--- config.mk ---
export PLATFORM = sky130hd
export DESIGN_NAME = ureg_hist_flat
export DESIGN_NICKNAME = d
export VERILOG_FILES = /design/src/rtl/ureg_hist_if.sv /design/src/rtl/ureg_hist.sv /design/src/flat_wrapper.sv
export SDC_FILE = /design/constraint.sdc
export NUM_CORES = 1
export LEC_CHECK = 0
export CAP_MARGIN = 20
export CORE_MARGIN = 2
export CORE_UTILIZATION = 45
export CTS_CLUSTER_SIZE = 12
export DETAILED_ROUTE_END_ITERATION = 8
export PLACE_DENSITY = 0.86
export SLEW_MARGIN = 15
export SYNTH_ARGS = -nofsm -noshare
export SYNTH_HDL_FRONTEND = slang
export SYNTH_SLANG_ARGS = --single-unit
--- constraint.sdc ---
create_clock -name clk -period 2.3 [get_ports clk]
set_clock_uncertainty 0.15 [all_clocks]
set_input_delay 0.345 -clock clk [delete_from_list [all_inputs] [get_ports clk]]
set_output_delay 0.345 -clock clk [all_outputs]
set_load 0.01 [all_outputs]
--- src/rtl/ureg_hist_if.sv ---
`default_nettype none
// ============================================================================
// Module      : ureg_hist_if
// Description : Bus bundle for the ureg_hist multi-mode register.
//               Groups the control/data inputs (pre, en, mode, d, si) and
//               the register outputs (q, p, so, wrap). Clock and reset stay
//               as plain ports on the register itself.
//               master : drives pre/en/mode/d/si, observes q/p/so/wrap
//               slave  : the register side (ureg_hist)
// Revision    : 1.0 - initial release
// ============================================================================
interface ureg_hist_if #(
    parameter int WIDTH = 8
);
    logic             pre;
    logic             en;
    logic [2:0]       mode;
    logic [WIDTH-1:0] d;
    logic             si;
    logic [WIDTH-1:0] q;
    logic [WIDTH-1:0] p;
    logic             so;
    logic             wrap;

    modport master (
        output pre, en, mode, d, si,
        input  q, p, so, wrap
    );

    modport slave (
        input  pre, en, mode, d, si,
        output q, p, so, wrap
    );
endinterface : ureg_hist_if
`default_nettype wire

--- src/rtl/ureg_hist.sv ---
`default_nettype none
// ============================================================================
// Module      : ureg_hist
// Description : WIDTH-bit multi-mode register with synchronous clear (ret)
//               and preset (pre), plus a HIST_DEPTH-stage history pipeline.
//               Modes: hold, load, inverted load, masked toggle, shift
//               left/right (serial in si, serial out so), count up/down
//               (one-cycle wrap pulse).
// Ports       : clk  - clock, rising edge
//               ret  - synchronous active-high clear, highest priority
//               bus  - ureg_hist_if.slave
//                      pre  : synchronous preset to PRESET_VAL
//                      en   : mode enable (0 holds q)
//                      mode : operation select
//                      d    : data / toggle mask
//                      si   : serial input for shifts
//                      q    : register value
//                      p    : q delayed by HIST_DEPTH cycles
//                      so   : bit shifted out by the last shift
//                      wrap : pulse on counter wrap
// Revision    : 1.0 - initial release
// ============================================================================
module ureg_hist #(
    parameter int               WIDTH      = 8,
    parameter int               HIST_DEPTH = 1,
    parameter logic [WIDTH-1:0] PRESET_VAL = '1
) (
    input  wire          clk,
    input  wire          ret,
    ureg_hist_if.slave   bus
);

    localparam logic [2:0] c_MODE_HOLD  = 3'b000;
    localparam logic [2:0] c_MODE_LOAD  = 3'b001;
    localparam logic [2:0] c_MODE_INV   = 3'b010;
    localparam logic [2:0] c_MODE_TOG   = 3'b011;
    localparam logic [2:0] c_MODE_SHL   = 3'b100;
    localparam logic [2:0] c_MODE_SHR   = 3'b101;
    localparam logic [2:0] c_MODE_UP    = 3'b110;
    localparam logic [2:0] c_MODE_DOWN  = 3'b111;

    localparam logic [WIDTH-1:0] c_ONE  = {{(WIDTH-1){1'b0}}, 1'b1};
    localparam logic [WIDTH-1:0] c_ONES = {WIDTH{1'b1}};
    localparam logic [WIDTH-1:0] c_ZERO = {WIDTH{1'b0}};

    logic [WIDTH-1:0] r_q;
    logic             r_so;
    logic             r_wrap;
    logic [WIDTH-1:0] r_hist [HIST_DEPTH];

    logic [WIDTH-1:0] w_q_next;
    logic             w_so_next;
    logic             w_wrap_next;

    // Next-state decode for everything except ret, which is handled
    // directly in the register process so it overrides all of this.
    always_comb begin
        w_q_next    = r_q;
        w_so_next   = 1'b0;
        w_wrap_next = 1'b0;
        if (bus.pre) begin
            w_q_next = PRESET_VAL;
        end else if (bus.en) begin
            case (bus.mode)
                c_MODE_HOLD: w_q_next = r_q;
                c_MODE_LOAD: w_q_next = bus.d;
                c_MODE_INV:  w_q_next = ~bus.d;
                c_MODE_TOG:  w_q_next = r_q ^ bus.d;
                c_MODE_SHL: begin
                    w_q_next  = {r_q[WIDTH-2:0], bus.si};
                    w_so_next = r_q[WIDTH-1];
                end
                c_MODE_SHR: begin
                    w_q_next  = {bus.si, r_q[WIDTH-1:1]};
                    w_so_next = r_q[0];
                end
                c_MODE_UP: begin
                    w_q_next    = r_q + c_ONE;
                    w_wrap_next = (r_q == c_ONES);
                end
                c_MODE_DOWN: begin
                    w_q_next    = r_q - c_ONE;
                    w_wrap_next = (r_q == c_ZERO);
                end
                default: w_q_next = r_q;
            endcase
        end
    end

    always_ff @(posedge clk) begin
        if (ret) begin
            r_q    <= c_ZERO;
            r_so   <= 1'b0;
            r_wrap <= 1'b0;
        end else begin
            r_q    <= w_q_next;
            r_so   <= w_so_next;
            r_wrap <= w_wrap_next;
        end
    end

    // History pipeline: stage 0 captures the pre-edge q, later stages
    // simply shift. Preset and enable do not affect it; only ret clears it.
    always_ff @(posedge clk) begin
        if (ret) begin
            for (int i = 0; i < HIST_DEPTH; i++) begin
                r_hist[i] <= c_ZERO;
            end
        end else begin
            r_hist[0] <= r_q;
            for (int i = 1; i < HIST_DEPTH; i++) begin
                r_hist[i] <= r_hist[i-1];
            end
        end
    end

    assign bus.q    = r_q;
    assign bus.p    = r_hist[HIST_DEPTH-1];
    assign bus.so   = r_so;
    assign bus.wrap = r_wrap;

endmodule : ureg_hist
`default_nettype wire
--- src/flat_wrapper.sv ---
// flat-port wrapper written by rule: the top's interface ports become plain ports
module ureg_hist_flat 
#(
    parameter int               WIDTH      = 8,
    parameter int               HIST_DEPTH = 1,
    parameter logic [WIDTH-1:0] PRESET_VAL = '1
)
  (clk, ret, bus_pre, bus_en, bus_mode, bus_d, bus_si, bus_q, bus_p, bus_so, bus_wrap);
  ureg_hist_if #(.WIDTH(WIDTH)) bus_i ();
  input  wire clk;
  input  wire ret;
  input wire logic [$bits(bus_i.pre)-1:0] bus_pre;
  input wire logic [$bits(bus_i.en)-1:0] bus_en;
  input wire logic [$bits(bus_i.mode)-1:0] bus_mode;
  input wire logic [$bits(bus_i.d)-1:0] bus_d;
  input wire logic [$bits(bus_i.si)-1:0] bus_si;
  output wire logic [$bits(bus_i.q)-1:0] bus_q;
  output wire logic [$bits(bus_i.p)-1:0] bus_p;
  output wire logic [$bits(bus_i.so)-1:0] bus_so;
  output wire logic [$bits(bus_i.wrap)-1:0] bus_wrap;
  assign bus_i.pre = bus_pre;
  assign bus_i.en = bus_en;
  assign bus_i.mode = bus_mode;
  assign bus_i.d = bus_d;
  assign bus_i.si = bus_si;
  assign bus_q = bus_i.q;
  assign bus_p = bus_i.p;
  assign bus_so = bus_i.so;
  assign bus_wrap = bus_i.wrap;
  ureg_hist #(.WIDTH(WIDTH), .HIST_DEPTH(HIST_DEPTH), .PRESET_VAL(PRESET_VAL)) u_core (.clk(clk), .ret(ret), .bus(bus_i));
endmodule
# == After elaboration in Yosys (flattened, before gate mapping) ==
# Memory sizes are Yosys's and may differ from the RTL's.
# Index checks and enable logic that the tools add are counted.
# word_totals
in_bits,16
ramBits,8
wordCells,34
ff_bits,10
n_memories,1
out_inout_bits,18
# mem_list
memory,depth,word_bits,rd,rd_clocked_by_memory_dff,write_ports,line,text
u_core.r_hist,1,8,1,0,1,ureg_hist.sv:49,logic [WIDTH-1:0] r_hist [HIST_DEPTH];
# op_classes
n_bitwise,3
n_eq_ne,9
mux,10
reduce_logical,6
n_addsub,2
# ops
cell,count
$pmux W8 S7,1
$mux W8,3
$eq A3 B3 Y1 const B,4
$add A8 B1 Y8 const B,1
$eq A8 B8 Y1 const B,1
$logic_not A8 Y1,1
$not A8 Y8,1
$reduce_or A8 Y1,1
$sub A8 B1 Y8 const B,1
$xor A8 B8 Y8,1
$eq A3 B2 Y1 const B,2
$mux W1,4
$pmux W1 S2,2
$eq A3 B1 Y1 const B,1
$logic_not A3 Y1,1
$reduce_or A3 Y1,1
$ne A2 B2 Y1 const B,1
$reduce_and A2 Y1,1
$reduce_bool A2 Y1,1
$not A1 Y1,1

# == Depth between registers and ports, before layout ==
# Gate-level depths: netlist of the first run.
# depth
word_depth,4
depth_mapped,9

# == Worst setup path after synthesis of the first run ==
# Ideal clock, no wire load.
# synth_timing
path_type,input to register
start,input port bus_mode[1]
end,register u_core.r_q[7] (netlist: u_core.bus.q[7])
setup_ns,0.096
arrival_time_ns,1.957
path_slack_ns,0.098
path_stages,9
path_cell_list,buf_6 -> nand3_2 -> inv_1 -> ha_1 -> nand4_1 -> a32oi_2 -> a41oi_1 -> xnor2_1 -> o41ai_2
# synth_via
elab_chain_cells,4
elab_cells_between_ends,13
# synth_lines
element,line,text
"start, declared",flat_wrapper.sv:14,input wire logic [$bits(bus_i.mode)-1:0] bus_mode;
"$eq A3 B3 Y1, or another cell as far along",ureg_hist.sv:64,case (bus.mode)
$pmux W8 S7,ureg_hist.sv:64,
$mux W8,ureg_hist.sv:63,end else if (bus.en) begin
$mux W8,ureg_hist.sv:61,if (bus.pre) begin
"end signal, assigned",ureg_hist.sv:92,r_q <= c_ZERO;
"end signal, assigned",ureg_hist.sv:96,r_q <= w_q_next;
"end, declared",ureg_hist.sv:46,logic [WIDTH-1:0] r_q;
# Parallel ways exist; a longest one is shown, timed or not. The select of a mux whose other input is x is not followed.
# A chain may end at the register's enable or synchronous reset.

# == Worst setup path after layout of the first run ==
# layout_timing
start,input port bus_mode[1]
end,register u_core.r_q[6] (netlist: u_core.bus.q[6])
# The elaborated chain is that of the path after synthesis.

==> results.sh, run 1 <==
export IMPL_worst_slack_ns=0.0755
export IMPL_ant_nets=0
export IMPL_grt_pass1_vias=1447
export IMPL_yosysWarnings=0
export IMPL_setup_violations=0
export IMPL_crit_path_start_kind="input port"
export IMPL_area_growth_syn_to_layout_pct=34.8
export IMPL_synthArstFlopShare_pct=0
export IMPL_grt_max_degree=25
export IMPL_finalHoldViolCount=0
export IMPL_yosysSeqAreaShare_pct=24.5
export IMPL_synth_top_area_share_pct=24.5
export IMPL_final_max_slew_violation_count=0
export IMPL_die_h_um=61.2
export IMPL_root_buffer="clkbuf_4"
export IMPL_netlist_top_cells_count="dfxtp_1, nor2b_1, a21oi_1, nor2_1, nand2_1"
export IMPL_seq_area_um2=360
export IMPL_gr_usage_all_layers_pct=24.4
export IMPL_final_util_pct=64.4
export IMPL_fin_hold_ws_ns=0.484
export IMPL_core_um2=3080
export IMPL_syn_nets=204
export IMPL_rows=20
export IMPL_pre_cts_ws_ns=-0.273
export IMPL_antenna_found_initial=0
export IMPL_synth_area_leaders="dfxtp_1, nor2b_1, a21oi_1"
export IMPL_synth_top_cell_by_area="dfxtp_1"
export IMPL_chipWidth_um=61.2
export IMPL_avgSynthCellArea_um2=8.00
export IMPL_synth_flop_cell="dfxtp_1"
export IMPL_rrSetupSlack_ns=0.36
export IMPL_cts_sinks=18
export IMPL_die_area_um2=3740
export IMPL_ios=34
export IMPL_layout_drive_gt1_share_pct=14.8
export IMPL_fin_nets=252
export IMPL_ctsHtreeMaxLevel=1
export IMPL_setup_worst_path_class="in -> reg"
export IMPL_synth_edf_count=0
export IMPL_drcViolationCount=0
export IMPL_path_clk_slew_ns=0.11
export IMPL_slew_limit_headroom_pct=61.3
export IMPL_critPathCaptureType="flip-flop"
export IMPL_worst_pin_slew_ns=0.579
export IMPL_dr_pass1_iters=5
export IMPL_viasPerCell=5.84
export IMPL_crit_fanout=3
export IMPL_fin_setup_tns_ns=0
export IMPL_synth_cells=184
export IMPL_power_density_nw_per_um2=517
export IMPL_max_cap_viol_count=0
export IMPL_synth_cell_types=48
export IMPL_vdd_drop_max_mv=0.249
export IMPL_antenna_cells=0
export IMPL_io_buffers=33
export IMPL_hp_class="reg -> reg"
export IMPL_grt_pass1_wl_um=6760
export IMPL_initial_utilization_pct=47.8
export IMPL_cts_tree="yes"
export IMPL_cts_hold_buf=0
export IMPL_status="complete, no violations"
export IMPL_wire_per_inst_um=15.7
export IMPL_p_total_mw=1.03
export IMPL_multi_input_area_um2=1020
export IMPL_clock_latency_ns=0.31
export IMPL_synth_most_common_cell="dfxtp_1"
export IMPL_clk_path_buf_depth=2
export IMPL_drt_initial_drc_count=126
export IMPL_dp_hpwl_um=3100
export IMPL_grt_overflow=0
export IMPL_cp_arrival_ns=2.29
export IMPL_routed_via_count=1601
export IMPL_required_ns=2.37
export IMPL_fillCellCount=263
export IMPL_min_period_ns=2.22
export IMPL_gp_congestion=0.919
export IMPL_syn_area_um2=1470
export IMPL_wl_um=4300
export IMPL_period_share_pct=96.7
export IMPL_synth_seq_cells=18
export IMPL_cts_buffers_inserted=3
export IMPL_leakagePower_nw=0.775
export IMPL_max_freq_mhz=450
[cell families (layout without fill, tap and decap cells)]
kind of cell             after synthesis  after routing  synth area share, %
AO/OA/AOI/OAI                         55             55                 27.9
XOR/XNOR                               9              9                 5.36
adder cells (fa/ha/maj)                4              4                 3.40
buffers and inverters                 20             66                 7.31
flip-flops                            18             18                 24.5
multiplexers                           7              7                 4.85
AND/OR/NAND/NOR                       71             71                 26.7
[per-layer routing]
metal	share of wire (%)	vias up	GRT usage, %
met3	8.3	11	3.57
li1	-	767	-
met2	49	81	38.1
met5	0	-	0
met4	2.6	0	9.32
met1	40	742	33.9
[worst max-delay path, cell delays in order]
cell	delay [ns]
clkdlybuf4s50_1	0.50
nand3_2	0.13
xnor2_1	0.15
ha_1	0.21
o31ai_1	0.25
a21oi_1	0.11
o21ai_0	0.25
nor4_1	0.07
a211o_1	0.27
[final cells by class]
| class | count | area share (%) |
|---|---|---|
| Inverter | 7 | 1.32 |
| Multi-Input combinational cell | 146 | 51.2 |
| Timing Repair Buffer | 56 | 25.4 |
| Tap cell | 44 | 2.78 |
| Clock buffer | 3 | 1.14 |
| Sequential cell | 18 | 18.2 |
[what timing repair did]
action | in CTS | in global routing
resized for setup | 0 | 2
setup buffers | 0 | 0
setup endpoints to repair | 0 | 3
[final timing paths]
kind	startpoint	end	cells past startpoint
worst max-delay path	bus_mode[1]	u_core.bus.q[6]$_SDFFE_PP0P_	9
worst min-delay path	u_core.bus.q[5]$_SDFFE_PP0P_	u_core.r_hist[0][5]$_SDFF_PP0_	1
worst max register to register	u_core.bus.q[2]$_SDFFE_PP0P_	u_core.bus.q[7]$_SDFFE_PP0P_	5
worst min register to register	u_core.bus.q[5]$_SDFFE_PP0P_	u_core.r_hist[0][5]$_SDFF_PP0_	1
[metrics by stage]
step                cell area, µm²  std cells
floorplan                     1470        184
global placement              1950        271
detailed placement            1950        271
CTS                           1970        274
global route                  1980        274
finish                        1980        274
[sequential cells by signal (all words and copies together), names as in the netlist]
name	count
u_core.bus.q	8
u_core.bus.so	1
u_core.bus.wrap	1
u_core.r_hist	8
[where the power goes]
part           leakage, nW  switching [mW]  internal, mW  total [mW]
logic                0.611           0.212         0.242       0.454
clock network       0.0138           0.111        0.0614       0.173
registers            0.150          0.0537         0.345       0.399
[placed cells by master (no fill, tap or decap), types with 2 or more instances in the layout]
cell,instances
nor4b_1,3
a21o_1,3
nand2_1,11
xor2_1,2
nor4_1,3
nand2b_1,5
nor3b_1,2
inv_1,7
nand3_1,4
o211ai_1,4
xnor2_1,7
a21oi_1,14
dfxtp_1,18
o21ai_0,7
a221oi_1,2
ha_1,3
nand4_1,2
nor2b_1,16
nand3b_1,2
a31oi_1,5
a311oi_1,2
mux2i_1,6
nor2_1,14
a22oi_1,2
o31ai_1,2
clkdlybuf4s50_1,33
buf_4,23
o21bai_1,3
clkbuf_4,3
nor3_1,4
Note: power is estimated with default switching activity, not from simulation.
==> inputs of run 2 (changes only) <==
PLACE_DENSITY = default   (was 0.86)
PLACE_DENSITY_LB_ADDON = 0.15   (was default)
==> run 2 against run 1 <==
Global-route usage is 2.4 points higher. Register-to-register slack better by 0.02 ns. Sequential power hardly changed. Count of clock-buffer cells in the layout is 1 higher. Combinational power is 1% higher. Sequential share of layout area is 0.30 points lower. Total power is 3.8% higher. Clock power is 18% higher. First-iteration DRC count is 34% lower. Hold slack worse by 0.00070 ns. Critical endpoint unchanged. Sequential cell count stayed put. Largest power group unchanged. Non-clock buffer count is 2 higher.
==> results.sh, run 2 (synthesis gave the netlist of run 1 again) <==
export IMPL_finalHoldViolCount=0
export IMPL_drcViolationCount=0
export IMPL_cts_hold_buf=0
export IMPL_chipWidth_um=61.2
export IMPL_initial_utilization_pct=47.8
export IMPL_grt_overflow=0
export IMPL_met1_usage_pct=33.9
export IMPL_final_max_slew_violation_count=0
export IMPL_crit_fanout=3
export IMPL_setup_violations=0
export IMPL_root_buffer="clkbuf_4"
export IMPL_hp_class="reg -> reg"
export IMPL_path_clk_slew_ns=0.11
export IMPL_cts_sinks=18
export IMPL_placed_cell_area_um2=1960
export IMPL_antenna_cells=0
export IMPL_grt_max_degree=25
export IMPL_cp_slowest_cell="clkdlybuf4s50_1"
export IMPL_ios=34
export IMPL_dr_pass1_iters=4
export IMPL_antenna_found_initial=0
export IMPL_slew_limit_headroom_pct=61.3
export IMPL_cp_arrival_ns=2.21
export IMPL_vdd_drop_max_mv=0.459
export IMPL_grt_pass1_vias=1553
export IMPL_top_usage_layer="met2"
export IMPL_leakagePower_nw=0.792
export IMPL_layout_drive_gt1_share_pct=16.3
export IMPL_die_area_um2=3740
export IMPL_min_period_ns=2.15
export IMPL_rsz0062_at_grt="false"
export IMPL_dp_hpwl_um=3320
export IMPL_drt_initial_drc_count=83
export IMPL_io_buffers=33
export IMPL_final_util_pct=65.5
export IMPL_fillCellCount=287
export IMPL_max_stage_delay_ns=0.50
export IMPL_clk_path_buf_depth=2
export IMPL_max_cap_viol_count=0
export IMPL_routed_via_count=1578
export IMPL_r2r_cells=6
export IMPL_final_cell_mix="clkdlybuf4s50_1, buf_4, dfxtp_1, nor2b_1"
export IMPL_ctsHtreeMaxLevel=1
export IMPL_clock_latency_ns=0.30
export IMPL_setup_worst_path_class="in -> reg"
export IMPL_worstHoldPathCells=1
export IMPL_wl_um=4380
export IMPL_gp_congestion=0.950
export IMPL_area_growth_syn_to_layout_pct=37.1
export IMPL_rows=20
export IMPL_status="complete, no violations"
export IMPL_p_total_mw=1.06
export IMPL_required_ns=2.36
export IMPL_viasPerCell=5.70
export IMPL_post_cts_resized=0
export IMPL_grt_pass1_wl_um=7420
export IMPL_crit_path_start_kind="input port"
export IMPL_critPathCaptureType="flip-flop"
export IMPL_grt_use_met3_pct=6.51
export IMPL_worstPathCellList="clkdlybuf4s50_1, nand3_2, xnor2_1, ha_1, o31ai_2, a21oi_1, o21ai_0, nor4_1, a211o_1"
export IMPL_design_area_um2=2020
export IMPL_gr_usage_all_layers_pct=26.8
export IMPL_fin_nets=254
export IMPL_final_common_cell="clkdlybuf4s50_1"
export IMPL_period_share_pct=93.7
export IMPL_grtUsageMet2_pct=45.6
export IMPL_die_h_um=61.2
export IMPL_core_um2=3080
export IMPL_ant_nets=0
export IMPL_wire_per_inst_um=15.8
export IMPL_power_density_nw_per_um2=528
export IMPL_post_cts_buffers=0
export IMPL_cts_tree="yes"
export IMPL_cts_buffers_inserted=3
export IMPL_max_freq_mhz=464
export IMPL_fin_setup_tns_ns=0
export IMPL_worst_pin_slew_ns=0.580
-- run 2: cell types whose count changed in the layout (fill, tap and decap cells not counted) --
cell	before	now
buf_4	23	25
clkbuf_8	0	1
o31ai_1	2	1
o31ai_2	0	1
-- run 2: power breakdown --
| part | total, mW | internal [mW] | switching (mW) |
|---|---|---|---|
| Clock | 0.204 | 0.0966 | 0.108 |
| Sequential | 0.400 | 0.345 | 0.0552 |
| Combinational | 0.460 | 0.247 | 0.213 |
-- run 2: critical path, delay by kind of cell --
family | cells | cell delay (ns)
AO/OA/AOI/OAI | 4 | 0.81
buffers and inverters | 1 | 0.50
adder cells (fa/ha/maj) | 1 | 0.23
AND/OR/NAND/NOR | 2 | 0.20
XOR/XNOR | 1 | 0.14
-- run 2: area by class of cell --
cell class | count | area [µm²] | area share (%)
Tap cell | 44 | 55.1 | 2.73
Timing Repair Buffer | 58 | 518 | 25.7
Sequential cell | 18 | 360 | 17.9
Multi-Input combinational cell | 146 | 1020 | 50.6
Clock buffer | 4 | 36.3 | 1.80
Inverter | 7 | 26.3 | 1.30
-- run 2: through the flow --
step / setup slack (ns) / hold WS, ns / cells
detailed placement: -0.270 / 0.464 / 273
finish: 0.145 / 0.483 / 277
global placement: -0.187 / 0.453 / 273
global route: 0.0350 / 0.516 / 277
CTS: 0.0671 / 0.483 / 277
floorplan: 0.0976 / 0.274 / 184
-- run 2: per-layer routing --
metal  share of wire, %  vias to the layer above
met5                  0                        -
met1                 43                      729
li1                   -                      771
met4                1.3                        0
met2                 49                       72
met3                6.1                        6
-- run 2: worst paths after layout --
path                                      from                              to  slack (ns)
setup reg to reg  u_core.bus.q[2]$_SDFFE_PP0P_    u_core.bus.q[5]$_SDFFE_PP0P_        0.38
hold reg to reg   u_core.bus.q[5]$_SDFFE_PP0P_  u_core.r_hist[0][5]$_SDFF_PP0_        0.48
setup / recovery                   bus_mode[0]    u_core.bus.q[6]$_SDFFE_PP0P_        0.15
hold / removal    u_core.bus.q[5]$_SDFFE_PP0P_  u_core.r_hist[0][5]$_SDFF_PP0_        0.48
